File: src/rtl/call_ret_ctrl_pkg.sv
// Shared core definitions for the call/return controller: default widths and FSM state encodings.
package call_ret_ctrl_pkg;

    localparam int WIDTH_DEF = 11;
    localparam int DEPTH_DEF = 7;

    typedef enum logic [1:0] {
        ST_IDLE     = 2'd0,
        ST_CALL     = 2'd1,
        ST_RET_WAIT = 2'd2,
        ST_RET_LOAD = 2'd3
    } state_t;

endpackage

File: src/rtl/stack_depth_counter.sv
// Saturating occupancy counter for the return-address stack (range 0..2^DEPTH).
module stack_depth_counter
    import call_ret_ctrl_pkg::*;
#(
    parameter int DEPTH = DEPTH_DEF
) (
    input  logic             clk,
    input  logic             reset,
    input  logic             inc,
    input  logic             dec,
    output logic             full,
    output logic             empty,
    output logic [DEPTH:0]   count
);

    localparam logic [DEPTH:0] MAX_COUNT = {1'b1, {DEPTH{1'b0}}};

    assign full  = (count == MAX_COUNT);
    assign empty = (count == '0);

    always_ff @(posedge clk or posedge reset) begin
        if (reset) begin
            count <= '0;
        end else if (inc && !dec && !full) begin
            count <= count + 1'b1;
        end else if (dec && !inc && !empty) begin
            count <= count - 1'b1;
        end
    end

endmodule

File: src/rtl/call_ret_ctrl.sv
// Call/return controller: sequences pushes/pops on the return-address stack and redirects the PC.
module call_ret_ctrl
    import call_ret_ctrl_pkg::*;
#(
    parameter int WIDTH = WIDTH_DEF,
    parameter int DEPTH = DEPTH_DEF
) (
    input  logic             clk,
    input  logic             reset,
    input  logic             call_req,
    input  logic             ret_req,
    input  logic [WIDTH-1:0] call_target,
    input  logic [WIDTH-1:0] pc_plus1,
    input  logic             clr_err,
    output logic             ack,
    output logic             stall,
    output logic             stk_push,
    output logic             stk_pop,
    output logic [WIDTH-1:0] stk_d,
    input  logic [WIDTH-1:0] stk_q,
    output logic             pc_load,
    output logic [WIDTH-1:0] pc_next,
    output logic [DEPTH:0]   depth,
    output logic             overflow,
    output logic             underflow
);

    state_t           state;
    logic [WIDTH-1:0] pc_next_reg;
    logic             full;
    logic             empty;
    logic             call_go;
    logic             ret_go;
    logic             ovf_set;
    logic             unf_set;

    // A call always wins over a simultaneous return; the return is simply dropped.
    assign ack     = (state == ST_IDLE) && (call_req || ret_req);
    assign call_go = ack && call_req && !full;
    assign ovf_set = ack && call_req && full;
    assign ret_go  = ack && !call_req && ret_req && !empty;
    assign unf_set = ack && !call_req && ret_req && empty;

    // Occupancy moves at acceptance so a back-to-back request sees the updated depth.
    stack_depth_counter #(.DEPTH(DEPTH)) u_depth (
        .clk   (clk),
        .reset (reset),
        .inc   (call_go),
        .dec   (ret_go),
        .full  (full),
        .empty (empty),
        .count (depth)
    );

    // The popped top-of-stack only becomes valid in RET_LOAD, so it bypasses the register there.
    assign pc_next = (state == ST_RET_LOAD) ? stk_q : pc_next_reg;

    always_ff @(posedge clk or posedge reset) begin
        if (reset) begin
            state       <= ST_IDLE;
            stk_push    <= 1'b0;
            stk_pop     <= 1'b0;
            stk_d       <= '0;
            pc_load     <= 1'b0;
            pc_next_reg <= '0;
            stall       <= 1'b0;
        end else begin
            stk_push <= 1'b0;
            stk_pop  <= 1'b0;
            pc_load  <= 1'b0;
            stall    <= 1'b0;
            case (state)
                ST_IDLE: begin
                    if (call_go) begin
                        state       <= ST_CALL;
                        stk_push    <= 1'b1;
                        stk_d       <= pc_plus1;
                        pc_load     <= 1'b1;
                        pc_next_reg <= call_target;
                        stall       <= 1'b1;
                    end else if (ret_go) begin
                        state   <= ST_RET_WAIT;
                        stk_pop <= 1'b1;
                        stall   <= 1'b1;
                    end
                end
                ST_CALL: begin
                    state <= ST_IDLE;
                end
                ST_RET_WAIT: begin
                    state   <= ST_RET_LOAD;
                    pc_load <= 1'b1;
                    stall   <= 1'b1;
                end
                ST_RET_LOAD: begin
                    state       <= ST_IDLE;
                    pc_next_reg <= stk_q;
                end
                default: begin
                    state <= ST_IDLE;
                end
            endcase
        end
    end

    // Sticky error flags; clearing beats a same-cycle set.
    always_ff @(posedge clk or posedge reset) begin
        if (reset) begin
            overflow  <= 1'b0;
            underflow <= 1'b0;
        end else if (clr_err) begin
            overflow  <= 1'b0;
            underflow <= 1'b0;
        end else begin
            if (ovf_set) overflow  <= 1'b1;
            if (unf_set) underflow <= 1'b1;
        end
    end

endmodule

File: config.mk
export PLATFORM = sky130hd
export DESIGN_NAME = call_ret_ctrl
export DESIGN_NICKNAME = d
export VERILOG_FILES = /design/src/rtl/call_ret_ctrl_pkg.sv /design/src/rtl/stack_depth_counter.sv /design/src/rtl/call_ret_ctrl.sv
export SDC_FILE = /design/constraint.sdc
export NUM_CORES = 1
export LEC_CHECK = 0
export BUFFER_PORTS_ARGS = -buffer_cell sky130_fd_sc_hd__buf_2
export CORE_UTILIZATION = 44
export CTS_CLUSTER_DIAMETER = 60
export DETAILED_ROUTE_END_ITERATION = 7
export PLACE_DENSITY = 0.86
export REMOVE_ABC_BUFFERS = 1
export SYNTH_ARGS = -nofsm -noshare
export SYNTH_HDL_FRONTEND = slang
export SYNTH_SLANG_ARGS = --single-unit
File: constraint.sdc
create_clock -name clk -period 2.55 [get_ports clk]
set_input_delay 0.6375 -clock clk [delete_from_list [all_inputs] [get_ports clk]]
set_output_delay 0.6375 -clock clk [all_outputs]
set_load 0.02 [all_outputs]
# Word level (Yosys, flattened, before mapping)
# Cells that the tools add are included.
# Widths: inputs -> output; s select.
# totals
memories	0
ramBits	0
inputBits	38
mem_bits_ro	0
output_inout_bits	37
reg_bits	38
latchBits	0
elab_cells	65
# classes
n_lt_le_gt_ge	0
addsub	2
n_div	0
eq_ne	6
shift	0
muxes	20
n_reduce_logical	27
bitwise_logic	0
mul	0
# op_table
cell	n
$mux 11	2
$pmux 11 s2	1
$mux 8	2
$logic_and 1x1->1	12
$mux 1	10
$add 8x1->8 const B	1
$eq 8x8->1 const B	1
$logic_not 8->1	1
$reduce_bool 2->1	4
$sub 8x1->8 const B	1
$pmux 2 s3	1
$logic_not 1->1	5
$eq 2x2->1 const B	2
$mux 2	2
$pmux 1 s2	2
$reduce_and 2->1	2
$ne 3x1->1 const B	1
$eq 2x1->1 const B	1
$logic_not 2->1	1
$ne 2x1->1 const B	1
$reduce_or 2->1	1
$logic_or 1x1->1	1

# Longest topological paths before layout
# depth
word_depth	9
ltp_mapped	10
depth_no_buf	10

# Modules after synthesis
# A second synthesis with hierarchy kept.
# unflattened
cells_unflattened	181
hier_area_um2	1933.1
# by_module_without_submodules
module	area_per_inst_um2	cells_each	instances
call_ret_ctrl	1306.3	125	1
stack_depth_counter	626.9	56	1

# Worst setup path before layout
# No wires, ideal clock.
# synth_path
path_kind	register to register
from	reg u_depth.count[3]
to	reg u_depth.count[7]
required_ps	2417
setup_slack_ps	-145
path_stages_with_launch	11
setup_ps	133
path_buffers	0
arrival_ps	2562
synth_period_minus_slack_ps	2695
path_cell_list	dfrtp_1 -> nor4_2 -> nor4b_4 -> nand2_1 -> nand2_2 -> ha_1 -> a211oi_1 -> o21bai_1 -> o22ai_1 -> mux2i_4 -> xnor2_1
# synth_between
elab_chain_cells	7
elab_cells_between_ends	17
classes_between	2 x add/sub; 1 x eq/ne; 2 x mux; 12 x reduce/logical
# synth_lines
item	line_no	rtl
start, declared	stack_depth_counter.sv:13	output logic [DEPTH:0] count
start signal, assigned	stack_depth_counter.sv:25	count <= count + 1'b1;
start signal, assigned	stack_depth_counter.sv:27	count <= count - 1'b1;
branches (longest 7 deep; another with $sub 8x1->8)	n/a	
# Parallel ways; which one is timed is not known. The select of a mux whose other input is x is not followed.
# A chain may end at the register's enable or synchronous reset.

# Final worst setup path
# Same ends and word-level chain as after synthesis.

==> impl_metrics.tcl <==
set metrics [dict create \
    outcome "complete, but fails checks" \
    violations "setup timing" \
    grt_pass1_vias 1465 \
    gp_congestion 0.858 \
    worstSkewPairLatency_ns 0.29 \
    slew_headroom_pct 67.4 \
    finClkSkew_ns 0.00141 \
    grt_usage_pct 20.6 \
    path_class "reg2reg" \
    die_x_um 68.7 \
    yosysTopAreaCellShare_pct 48.6 \
    post-route-min-period_ns 2.56 \
    power_frac_clock_pct 11.9 \
    rsz0062_at_grt "yes" \
    synth_flop_cell "dfrtp_1" \
    synthCells 177 \
    cp-end-kind "flop" \
    cts.hold.buffers_added 0 \
    seq_area_um2 951 \
    yosysTopAreaCell "dfrtp_1" \
    critPathLaunch "u_depth.count[3]" \
    final-max-slew-violation-count 0 \
    gr-total-overflow 0 \
    seq_area_frac_synth_pct 48.6 \
    crit_fanout 8 \
    worst_pin_slew_ns 0.486 \
    totalWireLength_um 4960 \
    dp_hpwl_um 3150 \
    cts_buffers 5 \
    syn_to_final_growth_pct 40.5 \
    cp.required_ns 2.76 \
    rr_worst_depth 10 \
    grt_pass1_wl_um 6890 \
    final_util_pct 66.3 \
    die_area_um2 4710 \
    ff2ff_setup_slack_ns -0.01 \
    synth_area_per_cell_um2 11.0 \
    cp_slowest_cell "dfrtp_1" \
    ys_warn_count 0 \
    critPathArrivalTime_ns 2.77 \
    multi_input_area_um2 1080 \
    diodes 0 \
    synth_area_um2 1960 \
    total_power_mw 4.36 \
    pwr-share-comb_pct 63.1 \
    cp.depth 10 \
    ys_ff_latch 38 \
    p_sw_mw 1.89 \
    finalHoldViolations 0 \
    final_net_count 317 \
    max-clock-path-buffers 2 \
    numClockSinks 38 \
    wire_per_inst_um 15.4 \
    setup_viol 1 \
    critPathCapture "u_depth.count[7]" \
    sequentialPowerShare_pct 25.0 \
    cap_violations 0 \
    ys_types 35 \
    async_flop_share_pct 100 \
    start_util_pct 47.2 \
    drc_errors 0 \
    cts_tree "built" \
    cts_root_buf "clkbuf_8" \
    pin_count 75 \
    leakagePower_nw 1.37 \
    fillers 321 \
    drive_gt1_share_pct 52.2 \
    p_int_mw 2.46 \
    fin_ws_ns -0.0104 \
    peakVddDrop_mv 0.820 \
    clkTransAtPathRegs_ns 0.07 \
    hold_slack_ns 0.453 \
    synth_area_leaders "dfrtp_1, nand2_1, mux2i_1" \
    portBuffers 74 \
    ant_nets 0 \
    vias 1686 \
    fin_crit_sh_pct 100 \
    max_freq_mhz 391 \
    cp_cell_sequence "nor4_4 > nor4b_4 > nand2_2 > nand2_4 > buf_6 > ha_4 > a211o_1 > o22ai_4 > mux2i_4 > xnor2_1" \
    worst_setup_path_start_kind "flop" \
    reg2reg_to "u_depth.count[7]" \
    post-place-ws_ns -0.0578 \
    drt_iter0_markers 68 \
    synth_edf_count 0 \
    antenna_found_initial 0 \
    rows 23 \
    fp.dieH_um 68.7 \
    hp-class "in2async" \
    switching_share_pct 43.5 \
    viasPerCell 5.24 \
    cpPeakStageDelay_ns 0.41 \
    grt_max_degree 39 \
    coreArea_um2 4140 \
    cts_max_level 2 \
    reg2reg_from "u_depth.count[3]" \
    powerDensity_nw_per_um2 1590 \
    critPathBufInv 1 \
    cp_top_family "simple AND/OR/NAND/NOR gates" \
    dr.pass1.iters 4 \
]
## final cells by class
type / instances / area share, %
Multi-Input combinational cell: 131 / 39.3
Sequential cell: 38 / 34.6
Timing Repair Buffer: 93 / 19.3
Clock buffer: 6 / 3.01
Tap cell: 50 / 2.28
Clock inverter: 1 / 1.09
Inverter: 3 / 0.410
## tightest hold or removal path: stages
cell and delay (ns):
buf_2 0.09, inv_1 0.04, buf_4 0.41
## Yosys cell counts (3+ instances only)
master	instances
a21o_2	3
a21oi_1	5
clkbuf_1	3
dfrtp_1	38
ha_1	6
mux2_2	8
mux2_4	6
mux2i_1	11
nand2_1	40
nor2_1	5
o21ai_0	17
xnor2_1	5
## power groups by stage
stage / Sequential, mW / Combinational, mW / Clock (mW)
6_report: 1.09 / 2.75 / 0.519
5_1_grt: 1.13 / 2.98 / 0.554
4_1_cts: 1.07 / 2.40 / 0.530
3_5_place_dp: 1.08 / 2.29 / 0
3_3_place_gp: 1.06 / 2.23 / 0
2_1_floorplan: 1.32 / 1.30 / 0
## worst min path at each step
stage	from	end	slack (ns)
floorplan	pc_next_reg[0]	pc_next_reg[0]	0.53
global placement	underflow	underflow	0.48
detailed placement	overflow	overflow	0.49
CTS	reset	stk_d[10]	0.47
global route	reset	stk_d[8]	0.51
finish	reset	stk_d[10]	0.45
## kinds of logic after synthesis
group	after synthesis	synth area share, %
mux	26	16.0
xor+xnor	7	3.14
simple gates	55	13.5
buf+inv	8	2.30
flops	38	48.6
fa+ha+maj	7	4.86
compound gates	36	11.6
## layer usage
layer  GRT usage [%]  vias up  wire length (µm)
met5               0        -                 0
li1                -      802                 -
met4            7.55        0                78
met1            25.1      816              2020
met2            35.5       60              2620
met3            4.61        8               234
## stage by stage
step	std cells	cell area [µm²]	TNS [ns]
floorplan	172	1920	-0.233
global placement	312	2490	0
detailed placement	312	2490	-0.0578
CTS	320	2640	0
global route	322	2750	-0.561
finish	322	2750	-0.0104
## timing repair
action | CTS | global route
resized for setup | 6 | 18
buffers inserted | 1 | 2
pin swaps | 4 | 9
endpoints found under the setup margin | 3 | 4
## layout by cell type, fill, tap and decap left out, types with 3 or more instances in the layout
master | synthesis | layout
ha_1 | 6 | 3
xnor2_1 | 5 | 5
mux2i_1 | 11 | 11
a21o_2 | 3 | 3
nor2_1 | 5 | 4
o21ai_0 | 17 | 15
mux2_2 | 8 | 8
mux2_4 | 6 | 6
dfrtp_1 | 38 | 38
a21oi_2 | 1 | 4
clkbuf_8 | 0 | 6
nand2_1 | 40 | 39
buf_2 | 0 | 74
buf_4 | 0 | 17
ha_4 | 0 | 3
Note: power is estimated with default switching activity, not from simulation.
